File: src/rtl/branch_predictor_if.sv
// branch_predictor_if: lookup, update and statistics signals of the branch predictor
//   master: fetch/resolve side, drives pc_i and upd_*, receives pred_* and counts
//   slave : predictor side
interface branch_predictor_if #(
    parameter int STAT_W = 16
);
    logic [31:0]       pc_i;
    logic              pred_hit_o;
    logic              pred_taken_o;
    logic [31:0]       pred_target_o;
    logic              upd_valid_i;
    logic [31:0]       upd_pc_i;
    logic              upd_taken_i;
    logic [31:0]       upd_target_i;
    logic              upd_pred_taken_i;
    logic [31:0]       upd_pred_target_i;
    logic [STAT_W-1:0] br_cnt_o;
    logic [STAT_W-1:0] mispred_cnt_o;
    modport master (
        output pc_i, upd_valid_i, upd_pc_i, upd_taken_i, upd_target_i,
               upd_pred_taken_i, upd_pred_target_i,
        input  pred_hit_o, pred_taken_o, pred_target_o, br_cnt_o, mispred_cnt_o
    );
    modport slave (
        input  pc_i, upd_valid_i, upd_pc_i, upd_taken_i, upd_target_i,
               upd_pred_taken_i, upd_pred_target_i,
        output pred_hit_o, pred_taken_o, pred_target_o, br_cnt_o, mispred_cnt_o
    );
endinterface

File: src/rtl/branch_predictor.sv
// branch_predictor: direct-mapped BTB with saturating direction counters and hit/mispredict statistics
//   clk_i, rst_i : clock, synchronous active-high reset
//   bp (slave)   : combinational lookup of pc_i, one resolved-branch update per cycle, statistics counts
module branch_predictor #(
    parameter int ENTRIES = 16,
    parameter int CNT_W   = 2,
    parameter int STAT_W  = 16
) (
    input logic clk_i,
    input logic rst_i,
    branch_predictor_if.slave bp
);
    localparam int IDX_W = $clog2(ENTRIES);
    localparam int TAG_W = 30 - IDX_W;
    localparam logic [CNT_W-1:0] CNT_WT  = CNT_W'(1) << (CNT_W - 1);
    localparam logic [CNT_W-1:0] CNT_WNT = CNT_WT - CNT_W'(1);
    logic             r_valid  [ENTRIES];
    logic [TAG_W-1:0] r_tag    [ENTRIES];
    logic [31:0]      r_target [ENTRIES];
    logic [CNT_W-1:0] r_cnt    [ENTRIES];
    logic [STAT_W-1:0] r_br_cnt;
    logic [STAT_W-1:0] r_mis_cnt;
    logic [IDX_W-1:0] w_idx;
    logic [TAG_W-1:0] w_tag;
    logic [IDX_W-1:0] w_uidx;
    logic [TAG_W-1:0] w_utag;
    logic             w_hit;
    logic             w_taken;
    logic             w_uhit;
    logic             w_mis;
    logic             w_unused;
    assign w_idx  = bp.pc_i[IDX_W+1:2];
    assign w_tag  = bp.pc_i[31:IDX_W+2];
    assign w_uidx = bp.upd_pc_i[IDX_W+1:2];
    assign w_utag = bp.upd_pc_i[31:IDX_W+2];
    assign w_unused = ^{bp.pc_i[1:0], bp.upd_pc_i[1:0]};
    // Lookup reads registered state only; an update in this cycle is seen next cycle.
    assign w_hit   = r_valid[w_idx] && (r_tag[w_idx] == w_tag);
    assign w_taken = w_hit && r_cnt[w_idx][CNT_W-1];
    assign w_uhit  = r_valid[w_uidx] && (r_tag[w_uidx] == w_utag);
    assign w_mis   = (bp.upd_pred_taken_i != bp.upd_taken_i) ||
                     (bp.upd_taken_i && (bp.upd_pred_target_i != bp.upd_target_i));
    assign bp.pred_hit_o    = w_hit;
    assign bp.pred_taken_o  = w_taken;
    assign bp.pred_target_o = w_taken ? r_target[w_idx] : bp.pc_i + 32'd4;
    assign bp.br_cnt_o      = r_br_cnt;
    assign bp.mispred_cnt_o = r_mis_cnt;
    always_ff @(posedge clk_i) begin
        if (rst_i) begin
            for (int i = 0; i < ENTRIES; i++) begin
                r_valid[i]  <= 1'b0;
                r_tag[i]    <= '0;
                r_target[i] <= '0;
                r_cnt[i]    <= CNT_WNT;
            end
            r_br_cnt  <= '0;
            r_mis_cnt <= '0;
        end else if (bp.upd_valid_i) begin
            r_br_cnt <= (r_br_cnt != '1) ? r_br_cnt + STAT_W'(1) : r_br_cnt;
            if (w_mis && (r_mis_cnt != '1))
                r_mis_cnt <= r_mis_cnt + STAT_W'(1);
            if (w_uhit) begin
                if (bp.upd_taken_i) begin
                    r_cnt[w_uidx]    <= (r_cnt[w_uidx] != '1) ? r_cnt[w_uidx] + CNT_W'(1) : r_cnt[w_uidx];
                    r_target[w_uidx] <= bp.upd_target_i;
                end else begin
                    r_cnt[w_uidx] <= (r_cnt[w_uidx] != '0) ? r_cnt[w_uidx] - CNT_W'(1) : r_cnt[w_uidx];
                end
            end else if (bp.upd_taken_i) begin
                // Taken miss allocates (or evicts an alias) as weakly taken.
                r_valid[w_uidx]  <= 1'b1;
                r_tag[w_uidx]    <= w_utag;
                r_target[w_uidx] <= bp.upd_target_i;
                r_cnt[w_uidx]    <= CNT_WT;
            end
        end
    end
endmodule

File: src/flat_wrapper.sv
// flat-port wrapper written by rule: the top's interface ports become plain ports
module branch_predictor_flat 
#(
    parameter int ENTRIES = 16,
    parameter int CNT_W   = 2,
    parameter int STAT_W  = 16
)
  (clk_i, rst_i, bp_pc_i, bp_upd_valid_i, bp_upd_pc_i, bp_upd_taken_i, bp_upd_target_i, bp_upd_pred_taken_i, bp_upd_pred_target_i, bp_pred_hit_o, bp_pred_taken_o, bp_pred_target_o, bp_br_cnt_o, bp_mispred_cnt_o);
  branch_predictor_if #(.STAT_W(STAT_W)) bp_i ();
  input logic clk_i;
  input logic rst_i;
  input wire logic [$bits(bp_i.pc_i)-1:0] bp_pc_i;
  input wire logic [$bits(bp_i.upd_valid_i)-1:0] bp_upd_valid_i;
  input wire logic [$bits(bp_i.upd_pc_i)-1:0] bp_upd_pc_i;
  input wire logic [$bits(bp_i.upd_taken_i)-1:0] bp_upd_taken_i;
  input wire logic [$bits(bp_i.upd_target_i)-1:0] bp_upd_target_i;
  input wire logic [$bits(bp_i.upd_pred_taken_i)-1:0] bp_upd_pred_taken_i;
  input wire logic [$bits(bp_i.upd_pred_target_i)-1:0] bp_upd_pred_target_i;
  output wire logic [$bits(bp_i.pred_hit_o)-1:0] bp_pred_hit_o;
  output wire logic [$bits(bp_i.pred_taken_o)-1:0] bp_pred_taken_o;
  output wire logic [$bits(bp_i.pred_target_o)-1:0] bp_pred_target_o;
  output wire logic [$bits(bp_i.br_cnt_o)-1:0] bp_br_cnt_o;
  output wire logic [$bits(bp_i.mispred_cnt_o)-1:0] bp_mispred_cnt_o;
  assign bp_i.pc_i = bp_pc_i;
  assign bp_i.upd_valid_i = bp_upd_valid_i;
  assign bp_i.upd_pc_i = bp_upd_pc_i;
  assign bp_i.upd_taken_i = bp_upd_taken_i;
  assign bp_i.upd_target_i = bp_upd_target_i;
  assign bp_i.upd_pred_taken_i = bp_upd_pred_taken_i;
  assign bp_i.upd_pred_target_i = bp_upd_pred_target_i;
  assign bp_pred_hit_o = bp_i.pred_hit_o;
  assign bp_pred_taken_o = bp_i.pred_taken_o;
  assign bp_pred_target_o = bp_i.pred_target_o;
  assign bp_br_cnt_o = bp_i.br_cnt_o;
  assign bp_mispred_cnt_o = bp_i.mispred_cnt_o;
  branch_predictor #(.ENTRIES(ENTRIES), .CNT_W(CNT_W), .STAT_W(STAT_W)) u_core (.clk_i(clk_i), .rst_i(rst_i), .bp(bp_i));
endmodule
File: config.mk
export PLATFORM = sky130hd
export DESIGN_NAME = branch_predictor_flat
export DESIGN_NICKNAME = d
export VERILOG_FILES = /design/src/rtl/branch_predictor_if.sv /design/src/rtl/branch_predictor.sv /design/src/flat_wrapper.sv
export SDC_FILE = /design/constraint.sdc
export NUM_CORES = 2
export LEC_CHECK = 0
export ABC_CLOCK_PERIOD_IN_PS = 14300
export CAP_MARGIN = 20
export CORE_ASPECT_RATIO = 1.25
export CORE_MARGIN = 4
export CORE_UTILIZATION = 45
export DETAILED_ROUTE_END_ITERATION = 10
export PLACE_DENSITY = 0.62
export SYNTH_ARGS = -nofsm -noshare
export SYNTH_HDL_FRONTEND = slang
export SYNTH_SLANG_ARGS = --single-unit
File: constraint.sdc
create_clock -name clk_i -period 14.3 [get_ports clk_i]
set_clock_uncertainty 0.1 [all_clocks]
set_input_delay 2.86 -clock clk_i [delete_from_list [all_inputs] [get_ports clk_i]]
set_output_delay 2.86 -clock clk_i [all_outputs]
set_load 0.02 [all_outputs]
# --- Word-level counts from Yosys, hierarchy flattened ---
# Memory sizes are Yosys's and may differ from the RTL's.
# Cells that the tools add are included.
classes:
  reduce_logical: 13
  n_bitwise: 3
  muxes: 34
  eq_ne: 7
  addsub: 5
ops:
  columns: ["cell", "count"]
  rows:
  - ["32-bit 2-to-1 mux", 3]
  - ["26-bit == test", 2]
  - ["16-bit by 1-bit adder with 16-bit output, second input constant", 2]
  - ["32-bit by 3-bit adder with 32-bit output, second input constant", 1]
  - ["16-bit != test, second input constant", 2]
  - ["32-bit != test", 1]
  - ["32-bit OR reduction", 1]
  - ["26-bit 2-to-1 mux", 1]
  - ["26-bit OR reduction", 1]
  - ["1-bit 2-to-1 mux", 21]
  - ["4-bit 2-to-1 mux", 4]
  - ["2-bit 2-to-1 mux", 5]
  - ["1-bit logical AND", 5]
  - ["2-bit AND reduction", 2]
  - ["1-bit OR", 3]
  - ["2-bit by 1-bit adder with 2-bit output, second input constant", 1]
  - ["2-bit != test, second input constant", 1]
  - ["2-bit nonzero test", 1]
  - ["2-bit OR reduction", 1]
  - ["2-bit by 1-bit subtractor with 2-bit output, second input constant", 1]
  - ["1-bit logical OR", 1]
  - ["1-bit != test", 1]
  - ["1-bit OR reduction", 1]
word_totals:
  ram_bits: 976
  mem_count: 4
  register_bits: 32
  elab_cells: 68
mem_list:
  columns: ["name", "depth", "width", "read_ports", "rd_ports_with_merged_regs", "write_ports", "line_no", "source"]
  rows:
  - ["u_core.r_target", 16, 32, 1, 0, 16, "branch_predictor.sv:19", "logic [31:0] r_target [ENTRIES];"]
  - ["u_core.r_tag", 16, 26, 2, 0, 16, "branch_predictor.sv:18", "logic [TAG_W-1:0] r_tag [ENTRIES];"]
  - ["u_core.r_cnt", 16, 2, 2, 0, 16, "branch_predictor.sv:20", "logic [CNT_W-1:0] r_cnt [ENTRIES];"]
  - ["u_core.r_valid", 16, 1, 2, 0, 16, "branch_predictor.sv:17", "logic r_valid [ENTRIES];"]

# --- Logic depth before layout (Yosys ltp) ---
# An unclocked memory read counts as a cell.
depth:
  depth_word: 11
  mapped_depth: 15
  ltp_nobuf: 9

# --- Worst setup path before layout ---
# OpenSTA, ideal clock, no wires.
synth_timing:
  path_type: "input-to-output"
  from: "input bp_pc_i[2]"
  to: "output bp_pred_taken_o"
  arrival_ns: 6.195
  required_ns: 11.340
  path_buffers: 3
  setup_slack_ns: 5.145
  path_stages: 9
  cell_sequence: "buf_4 buf_4 buf_2 mux4_2 mux4_2 xnor2_1 nand4_1 or4b_2 nor4_1"
synth_between:
  elab_chain_len: 4
  elab_cells_between_ends: 6
  cone_classes: "eq/ne (1); reduce/logical (2); memory (3)"
synth_lines:
  columns: ["item", "line_no", "source"]
  rows:
  - ["from (decl)", "flat_wrapper.sv:12", "input wire logic [$bits(bp_i.pc_i)-1:0] bp_pc_i;"]
  - ["memory 16 x 26 bit", null, null]
  - ["26-bit == test", "branch_predictor.sv:38", "assign w_hit = r_valid[w_idx] && (r_tag[w_idx] == w_tag);"]
  - ["1-bit logical AND", "branch_predictor.sv:38", null]
  - ["1-bit logical AND *", "branch_predictor.sv:39", "assign w_taken = w_hit && r_cnt[w_idx][CNT_W-1];"]
  - ["to (decl)", "flat_wrapper.sv:20", "output wire logic [$bits(bp_i.pred_taken_o)-1:0] bp_pred_taken_o;"]
# Mark *: on every way between the ends. The rest lies on a longest branch, timed or not.

# --- Worst setup path after layout ---
layout_timing:
  from: "input bp_pc_i[3]"
  to: "output bp_pred_target_o[22]"
layout_between:
  elab_chain_len: 5
  elab_cells_between_ends: 9
  cone_classes: "add/sub (1); eq/ne (1); mux (1); reduce/logical (2); memory (4)"
layout_lines:
  columns: ["item", "line_no", "source"]
  rows:
  - ["memory 16 x 26 bit", null, null]
  - ["26-bit == test", "branch_predictor.sv:38", null]
  - ["1-bit logical AND", "branch_predictor.sv:38", null]
  - ["1-bit logical AND", "branch_predictor.sv:39", null]
  - ["32-bit 2-to-1 mux *", "branch_predictor.sv:45", "assign bp.pred_target_o = w_taken ? r_target[w_idx] : bp.pc_i + 32'd4;"]
  - ["to (decl)", "flat_wrapper.sv:21", "output wire logic [$bits(bp_i.pred_target_o)-1:0] bp_pred_target_o;"]
# Marks and branches as above.

==> impl_metrics.json <==
{
  "dp_hpwl_um": 95300,
  "ys_seq_area_share_pct": 58.3,
  "cell_internal_pwr_uw": 5220,
  "cts.sinks": 1008,
  "maxCapViolCount": 0,
  "holdBufCountCts": 0,
  "dieArea_um2": 119000,
  "critPathMaxStageDelay_ns": 0.66,
  "ys_seq_elements": 1008,
  "drt_wl_total_um": 165000,
  "rsz0062_at_grt": "false",
  "syn_nets": 3539,
  "worstSetupPathType": "in -> out",
  "switching_share_pct": 24.2,
  "vias": 31500,
  "clock_power_share_pct": 39.4,
  "die_w_um": 309,
  "finalSetupViolCount": 0,
  "grt_overflow": 0,
  "finalHoldViolCount": 0,
  "r2r_slack_ns": 9.07,
  "synth_edf_count": 960,
  "cts_setup_buffers": 0,
  "netlist_area_um2": 51100,
  "fin_crit_ns": 11.09,
  "start_util_pct": 45.6,
  "drive_above_1_share_pct": 20.8,
  "finalNetCount": 3617,
  "synth_cell_types": 64,
  "hold_class": "reg -> reg",
  "numCtsBuffers": 103,
  "fin_hold_ws_ns": 0.376,
  "required_ns": 11.34,
  "fin_area_um2": 57800,
  "cp_top_family": "buffers and inverters",
  "path_depth": 12,
  "synth_top_area_share_pct": 56.4,
  "cts_resized": 0,
  "end_kind": "output pin",
  "status": "finished, final reports clean",
  "worstReg2RegEnd": "u_core.r_tag[11][4]",
  "drc": 0,
  "vdd_drop_max_mv": 0.0949,
  "synthArstFlopShare_pct": 0,
  "hold_path_depth": 1,
  "nFillCells": 9325,
  "first_global_vias": 32400,
  "routedWlPerCell_um": 32.8,
  "drt_iter0_drc": 3715,
  "htree_levels": 3,
  "reg2reg_depth": 11,
  "fmax_mhz": 90.1,
  "fin_setup_tns_ns": 0,
  "crit_chain": "buf_8 > buf_4 > mux4_2 > mux2i_1 > a21oi_1 > xnor2_1 > nand4_1 > or4b_1 > nor4_4 > buf_4 > mux2_2 > clkdlybuf4s50_1",
  "clk_pin_slew_ns": 0.07,
  "clk_latency_ns": 0.71,
  "critPathLaunchType": "primary input",
  "ys_warn_count": 0,
  "synth_area_per_cell_um2": 15.0,
  "cpMaxStageDelayCell": "buf_4",
  "path_buf_inv": 4,
  "portBuffers": 196,
  "arrival_ns": 8.13,
  "dpl-instance-area_um2": 54400,
  "antenna_found_initial": 15,
  "firstDrtPassIters": 6,
  "worst_pin_slew_ns": 1.11,
  "power_frac_seq_pct": 50.0,
  "finalCritPeriodShare_pct": 77.6,
  "power_density_nw_per_um2": 119,
  "synthTopCellsByArea": "edfxtp_1 (56%), mux4_2 (17%), and2_1 (11%)",
  "clockRootBuffer": "clkbuf_16",
  "cts_tree": "yes",
  "grt_max_degree": 86,
  "synth_top_area_cell": "edfxtp_1",
  "leakagePower_uw": 0.0197,
  "io_pins": 199,
  "via_per_inst": 6.27,
  "cp_common_cell": "buf_4",
  "ant_nets": 0,
  "grt_pass1_wl_um": 232000,
  "clock_path_buffers": 3,
  "area_growth_pct": 13.2,
  "final_core_util_pct": 51.6,
  "slew_violations": 0,
  "coreArea_um2": 112000,
  "critPathMaxFanout": 85,
  "place_congestion": 0.897,
  "p_comb_share_pct": 10.6,
  "grt_util_all_layers_pct": 27.6,
  "yosys-top-cells-count": "edfxtp_1 (960), and2_1 (906), mux4_2 (380)",
  "netlist_instances": 3403,
  "synth.most_common_cell": "edfxtp_1",
  "rows": 137,
  "synthFlopType": "edfxtp_1",
  "relSlewSlack_pct": 25.9,
  "min-delay-start": "u_core.r_valid[14]",
  "p_sw_uw": 1660,
  "r2r-start": "u_core.r_tag[11][12]",
  "die_y_um": 385,
  "holdPathEnd": "u_core.r_valid[14]"
}
==> per-stage QoR <==
step / instances / total power [µW] / worst slack (ns)
after CTS: 5019 / 6910 / 3.17
final: 5025 / 6880 / 3.21
after global placement: 4834 / 4200 / 3.17
after floorplan: 3403 / 3920 / 5.15
after detailed placement: 4834 / 4230 / 3.18
after global routing: 5021 / 7070 / 2.95
==> power groups by stage <==
stage / logic (µW) / clock network [µW] / registers (µW)
after floorplan: 449 / 0 / 3480
after global placement: 717 / 0 / 3480
after detailed placement: 726 / 0 / 3500
after CTS: 728 / 2740 / 3440
after global routing: 761 / 2860 / 3450
final: 729 / 2710 / 3440
==> flip-flops by register name, indices dropped and copies added (netlist names) <==
name / flops
u_core.bp.mispred_cnt_o: 16
u_core.r_cnt: 32
u_core.bp.br_cnt_o: 16
u_core.r_tag: 416
u_core.r_target: 512
u_core.r_valid: 16
==> layer usage <==
metal | track usage [%] | up-vias | wire length [µm] | part of all wire, %
met3 | 5.38 | 404 | 14900 | 9.1
met4 | 12.9 | 14 | 8450 | 5.1
met5 | 0 | - | 92 | 0.056
met2 | 46.2 | 1717 | 80900 | 49
li1 | - | 12900 | - | -
met1 | 34.9 | 16400 | 60600 | 37
==> worst register-to-register path: stages, from the launching register on <==
cell,delay [ns]
edfxtp_1,0.40
mux4_2,0.48
mux2i_1,0.20
xor2_1,0.47
nand4b_1,0.30
o31ai_1,0.46
o2111ai_2,0.40
nor2_8,0.70
nor3_2,0.11
buf_4,0.33
or2_2,0.60
buf_4,0.38
==> layout make-up <==
cell class / count / area [µm²] / share of cell area, %
Sequential cell: 1008 / 29800 / 51.5
Inverter: 15 / 56.3 / 0.0974
Tap cell: 1459 / 1830 / 3.16
Clock inverter: 64 / 599 / 1.04
Clock buffer: 121 / 2740 / 4.74
Multi-Input combinational cell: 2071 / 20200 / 34.9
Timing Repair Buffer: 282 / 2630 / 4.55
Antenna cell: 5 / 12.5 / 0.0216
==> placed cells by master (no fill, tap or decap), types with 14 or more instances in the layout <==
| master | instances |
|---|---|
| edfxtp_1 | 960 |
| and2_1 | 906 |
| mux4_2 | 380 |
| clkdlybuf4s50_1 | 188 |
| mux2i_1 | 115 |
| clkbuf_16 | 106 |
| buf_4 | 87 |
| xor2_1 | 78 |
| xnor2_1 | 69 |
| nand2_1 | 54 |
| dfxtp_1 | 48 |
| nor2_1 | 46 |
| nor4_1 | 37 |
| mux2_2 | 35 |
| o21ai_0 | 31 |
| nand3_1 | 27 |
| a21oi_1 | 26 |
| clkinv_1 | 26 |
| nand4_1 | 24 |
| or2_2 | 23 |
| nor2b_1 | 22 |
| nor3_1 | 22 |
| or3_1 | 22 |
| clkinv_2 | 17 |
| a211oi_1 | 16 |
| nor3_2 | 16 |
| a21o_1 | 16 |
| and3_1 | 14 |
==> logic make-up (layout without fill, tap and decap cells) <==
group / after synthesis / in the layout / synth area share (%)
multiplexers: 530 / 530 / 19.8
AO/OA/AOI/OAI: 139 / 139 / 1.83
other: 0 / 5 / 0
adder cells (fa/ha/maj): 3 / 3 / 0.0735
buffers and inverters: 324 / 482 / 2.73
AND/OR/NAND/NOR: 1252 / 1252 / 14.8
flip-flops: 1008 / 1008 / 58.3
XOR/XNOR: 147 / 147 / 2.52
==> how the worst max path moves through the flow <==
stage,start,to,slack [ns]
finish,bp_pc_i[3],bp_pred_target_o[22],3.21
global route,bp_pc_i[2],bp_pred_target_o[23],2.95
CTS,bp_pc_i[2],bp_pred_target_o[22],3.17
detailed placement,bp_pc_i[2],bp_pred_target_o[22],3.18
global placement,bp_pc_i[2],bp_pred_target_o[22],3.17
floorplan,bp_pc_i[2],bp_pred_taken_o,5.15
(Power assumes the default switching activity.)
